<file path="src/rtl/if_pkg.sv">
// Shared types and defaults for the instruction fetch stage.
package if_pkg;

    localparam int unsigned PC_INC             = 4;
    localparam logic [31:0] NOP_INSTR_DEFAULT  = 32'h0000_0000;
    localparam logic [31:0] HALT_INSTR_DEFAULT = 32'hFFFF_FFFF;

    typedef enum logic {
        RUN  = 1'b0,
        HALT = 1'b1
    } fetch_state_t;

    // Saturating increment for 32-bit event counters.
    function automatic logic [31:0] sat_inc32(input logic [31:0] v);
        return (v == 32'hFFFF_FFFF) ? v : v + 32'd1;
    endfunction

endpackage

</file>
<file path="src/rtl/if_id_reg.sv">
// IF/ID pipeline register: bubble has priority over load; otherwise holds.
module if_id_reg #(
    parameter int unsigned       ADDR_W    = 32,
    parameter int unsigned       DATA_W    = 32,
    parameter logic [DATA_W-1:0] NOP_INSTR = '0
) (
    input  logic              clk,
    input  logic              rst_n,
    input  logic              i_load,
    input  logic              i_bubble,
    input  logic [DATA_W-1:0] i_instr,
    input  logic [ADDR_W-1:0] i_pc4,
    output logic [DATA_W-1:0] o_instr,
    output logic [ADDR_W-1:0] o_pc4,
    output logic              o_valid
);

    always_ff @(posedge clk or negedge rst_n) begin
        if (!rst_n) begin
            o_instr <= NOP_INSTR;
            o_pc4   <= '0;
            o_valid <= 1'b0;
        end else if (i_bubble) begin
            o_instr <= NOP_INSTR;
            o_pc4   <= '0;
            o_valid <= 1'b0;
        end else if (i_load) begin
            o_instr <= i_instr;
            o_pc4   <= i_pc4;
            o_valid <= 1'b1;
        end
    end

endmodule

</file>
<file path="src/rtl/if_fetch_stage.sv">
// Fetch stage: PC, RUN/HALT control and IF/ID register load.
// Optional FETCH_PERF_EN adds saturating fetch/flush event counters.
module if_fetch_stage
    import if_pkg::*;
#(
    parameter int unsigned       ADDR_W     = 32,
    parameter int unsigned       DATA_W     = 32,
    parameter logic [ADDR_W-1:0] RESET_PC   = '0,
    parameter logic [DATA_W-1:0] NOP_INSTR  = DATA_W'(NOP_INSTR_DEFAULT),
    parameter logic [DATA_W-1:0] HALT_INSTR = DATA_W'(HALT_INSTR_DEFAULT)
) (
    input  logic              clk,
    input  logic              rst_n,
    input  logic              stall,
    input  logic              branch_taken,
    input  logic [ADDR_W-1:0] branch_target,
    input  logic              IF_ID_flush,
    output logic [ADDR_W-1:0] imem_addr,
    input  logic [DATA_W-1:0] imem_rdata,
    output logic [DATA_W-1:0] if_id_instr,
    output logic [ADDR_W-1:0] if_id_pc4,
    output logic              if_id_valid,
    output logic              halted
`ifdef FETCH_PERF_EN
    ,
    output logic [31:0]       perf_fetched,
    output logic [31:0]       perf_flushed
`endif
);

    fetch_state_t      r_state;
    fetch_state_t      w_state_nxt;
    logic [ADDR_W-1:0] r_pc;
    logic [ADDR_W-1:0] w_pc_nxt;
    logic [ADDR_W-1:0] w_pc_inc;
    logic              w_load;
    logic              w_bubble;
    logic              r_halted;
    logic              w_unused_tgt_lsb;

    assign w_pc_inc         = r_pc + ADDR_W'(PC_INC);
    assign w_unused_tgt_lsb = ^branch_target[1:0];
    assign imem_addr        = r_pc;
    assign halted           = r_halted;

    always_ff @(posedge clk or negedge rst_n) begin
        if (!rst_n) begin
            r_state  <= RUN;
            r_pc     <= RESET_PC;
            r_halted <= 1'b0;
        end else begin
            r_state  <= w_state_nxt;
            r_pc     <= w_pc_nxt;
            r_halted <= (w_state_nxt == HALT);
        end
    end

    // Priority: branch > flush > stall > normal RUN/HALT behaviour.
    always_comb begin
        w_state_nxt = r_state;
        w_pc_nxt    = r_pc;
        w_load      = 1'b0;
        w_bubble    = 1'b0;
        if (branch_taken) begin
            w_pc_nxt    = {branch_target[ADDR_W-1:2], 2'b00};
            w_bubble    = 1'b1;
            w_state_nxt = RUN;
        end else if (IF_ID_flush) begin
            w_bubble = 1'b1;
            if (!stall && (r_state == RUN)) begin
                w_pc_nxt = w_pc_inc;
            end
        end else if (!stall) begin
            if (r_state == RUN) begin
                w_load = 1'b1;
                // The halt word parks the PC on itself.
                if (imem_rdata == HALT_INSTR) begin
                    w_state_nxt = HALT;
                end else begin
                    w_pc_nxt = w_pc_inc;
                end
            end else begin
                w_bubble = 1'b1;
            end
        end
    end

    if_id_reg #(
        .ADDR_W   (ADDR_W),
        .DATA_W   (DATA_W),
        .NOP_INSTR(NOP_INSTR)
    ) u_if_id_reg (
        .clk     (clk),
        .rst_n   (rst_n),
        .i_load  (w_load),
        .i_bubble(w_bubble),
        .i_instr (imem_rdata),
        .i_pc4   (w_pc_inc),
        .o_instr (if_id_instr),
        .o_pc4   (if_id_pc4),
        .o_valid (if_id_valid)
    );

`ifdef FETCH_PERF_EN
    always_ff @(posedge clk or negedge rst_n) begin
        if (!rst_n) begin
            perf_fetched <= '0;
            perf_flushed <= '0;
        end else begin
            if (w_load) begin
                perf_fetched <= sat_inc32(perf_fetched);
            end
            if (branch_taken || IF_ID_flush) begin
                perf_flushed <= sat_inc32(perf_flushed);
            end
        end
    end
`endif

endmodule

</file>
<file path="config.mk">
export PLATFORM = sky130hd
export DESIGN_NAME = if_fetch_stage
export DESIGN_NICKNAME = d
export VERILOG_FILES = /design/src/rtl/if_pkg.sv /design/src/rtl/if_id_reg.sv /design/src/rtl/if_fetch_stage.sv
export SDC_FILE = /design/constraint.sdc
export NUM_CORES = 1
export LEC_CHECK = 0
export CORE_UTILIZATION = 25
export CTS_BUF_LIST = sky130_fd_sc_hd__clkbuf_16
export DETAILED_ROUTE_END_ITERATION = 10
export PLACE_DENSITY = 0.53
export SYNTH_ARGS = -nofsm -noshare
export SYNTH_HDL_FRONTEND = slang
export SYNTH_SLANG_ARGS = --single-unit
export TNS_END_PERCENT = 50
</file>
<file path="constraint.sdc">
create_clock -name clk -period 2.35 [get_ports clk]
set_clock_uncertainty 0.2 [all_clocks]
set_input_delay 0.3525 -clock clk [delete_from_list [all_inputs] [get_ports clk]]
set_output_delay 0.3525 -clock clk [all_outputs]
set_load 0.005 [all_outputs]
</file>
==> results of run 1 <==
through the flow:
| stage | power, W | utilization | setup TNS, ns | worst slack (ns) |
|---|---|---|---|---|
| after detailed placement | 0.002626 | 0.3848 | -4.749 | -0.1959 |
| after floorplan | 0.002082 | - | 0 | 0.07827 |
| after CTS | 0.003950 | 0.3993 | 0 | 0.006813 |
| final | 0.003886 | 0.4000 | 0 | 0.09070 |
| after global routing | 0.004091 | 0.4000 | 0 | 0.005056 |
| after global placement | 0.002617 | 0.3848 | -4.715 | -0.1878 |
cells in the mapped netlist:
| master | count |
|---|---|
| o31ai_1 | 22 |
| conb_1 | 1 |
| clkbuf_1 | 27 |
| xnor2_1 | 12 |
| buf_4 | 4 |
| o21ai_0 | 31 |
| dfrtp_1 | 94 |
| nand2_1 | 41 |
| a31oi_1 | 30 |
| nand3_4 | 1 |
| a31o_2 | 1 |
| nand4b_1 | 4 |
| nand3_1 | 9 |
| nor3b_1 | 1 |
| inv_1 | 2 |
| a2bb2oi_1 | 1 |
| or3_1 | 3 |
| ha_1 | 1 |
| or2_2 | 1 |
| a21o_1 | 1 |
| nor3_1 | 4 |
| or4_1 | 22 |
| buf_6 | 1 |
| and4_2 | 1 |
| and2_1 | 3 |
| and2_4 | 1 |
| and4_1 | 5 |
| a22o_1 | 36 |
| nor2_1 | 34 |
| o41ai_1 | 1 |
| buf_8 | 1 |
| o21a_1 | 1 |
| nor4_1 | 2 |
| or4_4 | 1 |
| clkinv_1 | 1 |
| buf_2 | 8 |
| xor2_1 | 16 |
| and3_1 | 13 |
| or2_1 | 2 |
| or3_2 | 1 |
| nand4_1 | 20 |
sequential cells by signal (all words and copies together) (netlist names):
name,cells
u_if_id_reg.o_instr,32
imem_addr,30
u_if_id_reg.o_valid,1
u_if_id_reg.o_pc4,30
halted,1
layout make-up:
class,instances,area [um2],area share
inverter,3,11.26,0.001562
clock buffer,9,225.2,0.03124
multi-input combinational,326,2090,0.2898
tap,229,286.5,0.03974
clock inverter,6,25.02,0.003471
timing repair buffer,229,2220,0.3079
sequential,94,2352,0.3263
logic make-up (layout without fill, tap and decap cells):
group / count (synthesis) / after routing / share of synthesized area
flip-flops: 94 / 94 / 0.5096
AND/OR/NAND/NOR: 169 / 169 / 0.2011
adder cells (fa/ha/maj): 1 / 1 / 0.002710
XOR/XNOR: 28 / 28 / 0.05313
AO/OA/AOI/OAI: 124 / 124 / 0.1873
other: 1 / 4 / 0.0008124
buffers and inverters: 44 / 247 / 0.04527
where the power goes:
part / internal [W] / switching, W / total, W
logic: 0.000462 / 0.000364 / 0.000826
clock network: 0.000693 / 0.000597 / 0.00129
registers: 0.00171 / 0.0000620 / 0.00177
total: 0.00286 / 0.00102 / 0.00389
how the worst max path moves through the flow:
stage                          to  slack, ns           start
floorplan           imem_addr[22]       0.08    imem_addr[2]
global placement    imem_addr[26]      -0.19  imem_rdata[27]
detailed placement   imem_addr[5]      -0.20  imem_rdata[27]
CTS                 imem_addr[31]      0.007    imem_addr[2]
global route        imem_addr[18]      0.005    imem_addr[2]
finish              imem_addr[31]       0.09    imem_addr[2]
repair_timing:
action                                  4_1_cts  5_1_grt
pin swaps                                     0        6
hold endpoints to repair                     39        0
gates cloned                                  0        0
endpoints found under the setup margin        1        7
hold buffers                                  1        0
buffers inserted                              0        0
resized for setup                             1        8
metal layers:
| metal | track usage | share of wire | vias to the layer above |
|---|---|---|---|
| met2 | 0.2703 | 0.46 | 144 |
| li1 | - | - | 2123 |
| met4 | 0.05556 | 0.012 | 0 |
| met5 | 0 | 0 | - |
| met3 | 0.03180 | 0.064 | 14 |
| met1 | 0.2201 | 0.46 | 2184 |
tightest hold or removal path, cell delays in order (launching register included):
cell	delay [ns]
dfrtp_1	0.34
nand2_1	0.05
nand2_1	0.05
==> impl_results.md, run 1 <==
* Area share of the largest cell type after synthesis at 0.5096
* Share of the clock period used by the worst path after layout at 0.9614
* Average instance area after synthesis at about 10 um2
* Combined global-route utilization of all metal layers at 0.1661
* Standard-cell row count at between 40 and 50
* TritonCTS Buffers at 9
* Sink of the worst hold path: u_if_id_reg.o_valid
* Clock Sink Count at 94
* Status: finished, final reports clean
* Worst path slowest cell: or4_4
* Root cell of the clock tree: clkbuf_16
* HPWL Detailed at between 10000 and 15000 um
* Post-route non-filler standard cell count at between 800 and 900
* Number of stages on the worst hold path at 2
* Average wire per standard cell at approximately 17 um
* Vias in the first global route at between 4000 and 5000
* Count of distinct cell types in the synthesized netlist at between 40 and 50
* Synth warnings at 0
* Die boundary width at about 140 um
* Peak VDD IR at between 200 and 300 uV
* Antenna-violating nets left at 0
* Relative area change from synthesis to final layout at 56.19%
* Remaining DRCs at 0
* DRC violation total after the first TritonRoute iteration at 257
* Kind of path behind the tightest hold check: reg2reg
* Register-to-Register Path Depth at 5
* Clock latency of the later-clocked register in the worst-skew pair at 0.34 ns
* Biggest area contributors in the synthesized netlist: dfrtp_1 (51%), a22o_1 (6.8%), a31oi_1 (4.1%), o31ai_1 (3.6%), or4_1 (3.6%)
* Final count of pins violating max slew at 0
* Setup repair after global routing missed its margin: no
* Core region area at ~0.018 mm2
* Number of endpoints with negative hold slack in the final report at 0
* Arrival time of the worst setup path at 2.32 ns
* Initial standard-cell utilization of the core at 0.2561
* Number of inserted diodes at 0
* Floorplan die area at 0.01901 mm2
* Boundary Pins at 167
* Final cell area excluding filler cells at 0.007209 mm2
* Largest area contributor in the synthesized netlist: dfrtp_1
* Buf/Inv on CP at 0
* H-tree depth at 3
* Number of stages on the worst setup path at 5
* Commonest non-fill, non-tap cells in the layout: clkdlybuf4s50_1 (159), dfrtp_1 (94), buf_4 (61)
* Cell area after placement at approximately 0.0069 mm2
* Die height at ~140 um
* Total grt overflow at 0
* Largest net degree at the start of global routing at 54
* Quantity of I/O buffers inserted on ports at 160
* Final number of setup-violating endpoints at 0
* Highest clock frequency the design can meet at approximately 440 MHz
* Startpoint Class: flip-flop
* Count of placed standard cells including taps at 880
* Number of buffers on the longest clock path at 2
* Share of synthesized area occupied by flip-flops and latches at 0.5096
* Vias per cell at 4.983
* Total power per unit cell area at approximately 540 mW/mm2
* Global placer's final weighted congestion at 0.7651
* First-pass GRT wire length at approximately 24000 um
* Number of max-cap violations at 0
* Synth Register Bits at between 90 and 100
* Beginning of the worst hold path: u_if_id_reg.o_valid
* Critical path start-end classification: reg2reg
* Actual transition at the worst max-transition pin at 0.5392 ns
* Clock-pin slew on the worst setup and hold paths at 0.06 ns
* Final net count at between 700 and 800
* Final period demand of the worst path at around 2.3 ns
* Commonest non-fill, non-tap cell in the layout: clkdlybuf4s50_1
* Maximum cell stage delay along the critical path at 0.57 ns
* Crit path required time at about 2.4 ns
* Filler instances at around 1800
* Fraction of final layout cells sized beyond drive strength 1 at 0.1439
* Detailed-route wire length at approximately 16000 um
* Sequence of cells on the critical path: and3_2 -> nand3_4 -> or4_4 -> or4_1 -> a31oi_1
* Initial antenna violation count at 0
* Launching point of the worst reg2reg path: imem_addr[2]
* Crit Path Max Fanout at 5
* Hold Worst Slack at ~0.28 ns
* Reg-to-reg setup timing slack at approximately 0.091 ns
* Mapped cell area at ~0.0046 mm2
* TritonCTS clock tree: built
* Cell leakage power at between 2 and 3 nW
* Top Family by Delay on Critical Path: simple AND/OR/NAND/NOR gates
* Headroom to the max-slew limit at 0.6406
* Number of standard cells after synthesis at 461
* Endpoint of the worst-slack reg-to-reg timing path: imem_addr[31]
* Overall via count from detail_route at between 4000 and 5000
* Capturing element type of the critical path: flip-flop
* 1st-pass router iterations at 6
No activity file was read; power rests on OpenSTA's default activity.
==> run 2, diff against run 1 <==
Settings changed: SLEW_MARGIN from default to 30.
==> results of run 2 <==
Final layout, timing and power as in run 1 (identical DEF).
==> run 3, diff against run 2 <==
Settings changed: CORE_UTILIZATION 25 to 41, GPL_TIMING_DRIVEN from default to 0, PLACE_DENSITY 0.53 to 0.78.
==> run 3 against run 2 <==
Against the previous run:
- clock power up 3%
- power up 0.72%
- non-clock buffer count down 4
- sequential cell count unchanged
- die area down 39%
- via count up 4.5%
- first-iteration DRC count up 77%
- sequential power up 2%
- critical endpoint unchanged
==> impl_results.md, run 3 (synthesized netlist as in run 1, its figures left out) <==
* Combined global-route utilization of all metal layers at 0.2503 (+0.08420)
* Average wire per standard cell at 18.45 um (+5.7%)
* Boundary Pins at 167 (unchanged)
* Clock Sink Count at 94 (unchanged)
* Count of placed standard cells including taps at 765 (-13%)
* Commonest non-fill, non-tap cells in the layout: clkdlybuf4s50_1 (158), dfrtp_1 (79), nand2_1 (41)
* Standard-cell row count at 38 (-22%)
* Die boundary width at 108.1 um (-22%)
* Core region area at 0.01089 mm2 (-40%)
* Startpoint Class: flip-flop
* Fraction of final layout cells sized beyond drive strength 1 at 0.1280 (-0.01592)
* Root cell of the clock tree: clkbuf_16
* Global placer's final weighted congestion at 0.8122 (+6.2%)
* DRC violation total after the first TritonRoute iteration at 454 (+77%)
* Cell area after placement at 0.006432 mm2 (-7.3%)
* Kind of path behind the tightest hold check: reg2reg
* Cell leakage power at 2.820 nW (-3.9%)
* Crit path required time at 2.42 ns (about the same)
* Largest net degree at the start of global routing at 52 (-3.7%)
* Total power per unit cell area at 561.8 mW/mm2 (+4.2%)
* Antenna-violating nets left at 0 (unchanged)
* Clock-pin slew on the worst setup and hold paths at 0.07 ns (about the same)
* Total design power at 0.003914 W (+0.72%)
* Die height at 108.1 um (-22%)
* DP Worst Slack at -0.8463 ns (-0.6504 ns)
* Number of buffers on the longest clock path at 2 (unchanged)
* Capturing element type of the critical path: flip-flop
* 1st-pass router iterations at 5 (-1)
* Headroom to the max-slew limit at 0.4895 (-0.1510)
* Commonest non-fill, non-tap cell in the layout: clkdlybuf4s50_1
* Critical path start-end classification: reg2reg
* Final number of setup-violating endpoints at 0 (unchanged)
* Actual transition at the worst max-transition pin at 0.7629 ns (+0.2237 ns)
* Status: finished, final reports clean
* Highest clock frequency the design can meet at 429.9 MHz (-2.9%)
* Post-route non-filler standard cell count at 804 (-10%)
* Final count of pins violating max slew at 0 (unchanged)
* First-pass GRT wire length at 22500 um (-6.5%)
* Overall via count from detail_route at 4665 (+4.5%)
* Clock latency of the later-clocked register in the worst-skew pair at 0.35 ns (about the same)
* Largest register by flop count: u_if_id_reg.o_instr
* Max reg flops at 32 (unchanged)
* Floorplan die area at 0.01169 mm2 (-39%)
* Share of the clock period used by the worst path after layout at 0.9899 (+0.02847)
* Initial standard-cell utilization of the core at 0.4239 (+0.1679)
* Total grt overflow at 0 (unchanged)
* Crit Path Max Fanout at 6 (+1)
* Number of max-cap violations at 0 (unchanged)
* Final net count at 729 (-0.55%)
* Arrival time of the worst setup path at 2.39 ns (+0.07 ns)
* Quantity of I/O buffers inserted on ports at 160 (unchanged)
* HPWL Detailed at 10550 um (-6.4%)
* Vias per cell at 5.802 (+16%)
* H-tree depth at 3 (unchanged)
* TritonCTS Buffers at 9 (unchanged)
* Setup repair after global routing missed its margin: yes
* Remaining DRCs at 0 (unchanged)
* Final period demand of the worst path at 2.326 ns (+0.06690 ns)
* Relative area change from synthesis to final layout at 50.94%
* Setup slack of the critical path after layout at 0.02380 ns (-0.06690 ns)
* Initial antenna violation count at 0 (unchanged)
* Number of inserted diodes at 0 (unchanged)
* Final cell area excluding filler cells at 0.006967 mm2 (-3.4%)
* Detailed-route wire length at 14840 um (-5.2%)
* TritonCTS clock tree: built
* Vias in the first global route at 4304 (-4.8%)
* Peak VDD IR at 363.8 uV (+36%)
* Number of endpoints with negative hold slack in the final report at 0 (unchanged)
[run 3: per-stage QoR]
| step | utilization | setup TNS, ns | hold WS [ns] |
|---|---|---|---|
| floorplan | - | 0 | -0.1431 |
| global placement | 0.5881 | -300.23 | 0.2610 |
| detailed placement | 0.5908 | -47.81 | 0.1130 |
| CTS | 0.6225 | -0.01287 | 0.2826 |
| global route | 0.6399 | -0.07374 | 0.3048 |
| finish | 0.6399 | 0 | 0.2729 |
[run 3: area by class of cell]
| cell class | instances | area [um2] |
|---|---|---|
| plain buffers | 39 | 215.2 |
| clock buffers | 9 | 225.2 |
| fillers | 884 | 3921 |
| clock inverters | 7 | 41.29 |
| inverters | 3 | 11.26 |
| repair buffers | 186 | 1823 |
| multi-input cells | 326 | 2105 |
| flip-flops and latches | 94 | 2371 |
| well taps | 140 | 175.2 |
[run 3: path summary, 6_finish.rpt]
path | cells past startpoint | slack [ns] | to | from
min | 2 | 0.27 | u_if_id_reg.o_valid | u_if_id_reg.o_valid
max in group asynchronous | 3 | 1.05 | u_if_id_reg.o_pc4[31] | rst_n
max reg2reg | 6 | 0.02 | imem_addr[31] | imem_addr[3]
max | 6 | 0.02 | imem_addr[31] | imem_addr[3]
min in group asynchronous | 2 | 0.31 | u_if_id_reg.o_pc4[21] | rst_n
min reg2reg | 2 | 0.27 | u_if_id_reg.o_valid | u_if_id_reg.o_valid
[run 3: repair_timing]
item | in CTS | in global routing
buffers inserted | 3 | 21
hold buffers | 1 | 0
endpoints found under the hold margin | 43 | 0
setup endpoints to repair | 64 | 33
resized for setup | 22 | 20
pin swaps | 1 | 10
[run 3: power by group]
part / internal [W] / switching (W) / total [W]
combinational: 0.000437 / 0.000328 / 0.000765
sequential: 0.00171 / 0.000103 / 0.00181
clock: 0.000708 / 0.000626 / 0.00133
[run 3: routing by layer]
layer  wire length, um  vias up  GRT usage
met4               136        0    0.06849
li1                  -     2120          -
met5                 0        -          0
met3              1190       13    0.05726
met1              6349     2305     0.3453
met2              7159      227     0.3944
[run 3: critical path, stage by stage, from the launching register on]
cell	delay, ns
dfrtp_2	0.41
and3_1	0.18
buf_6	0.13
nand3_4	0.07
or4_4	0.55
or4_1	0.51
a31oi_1	0.18
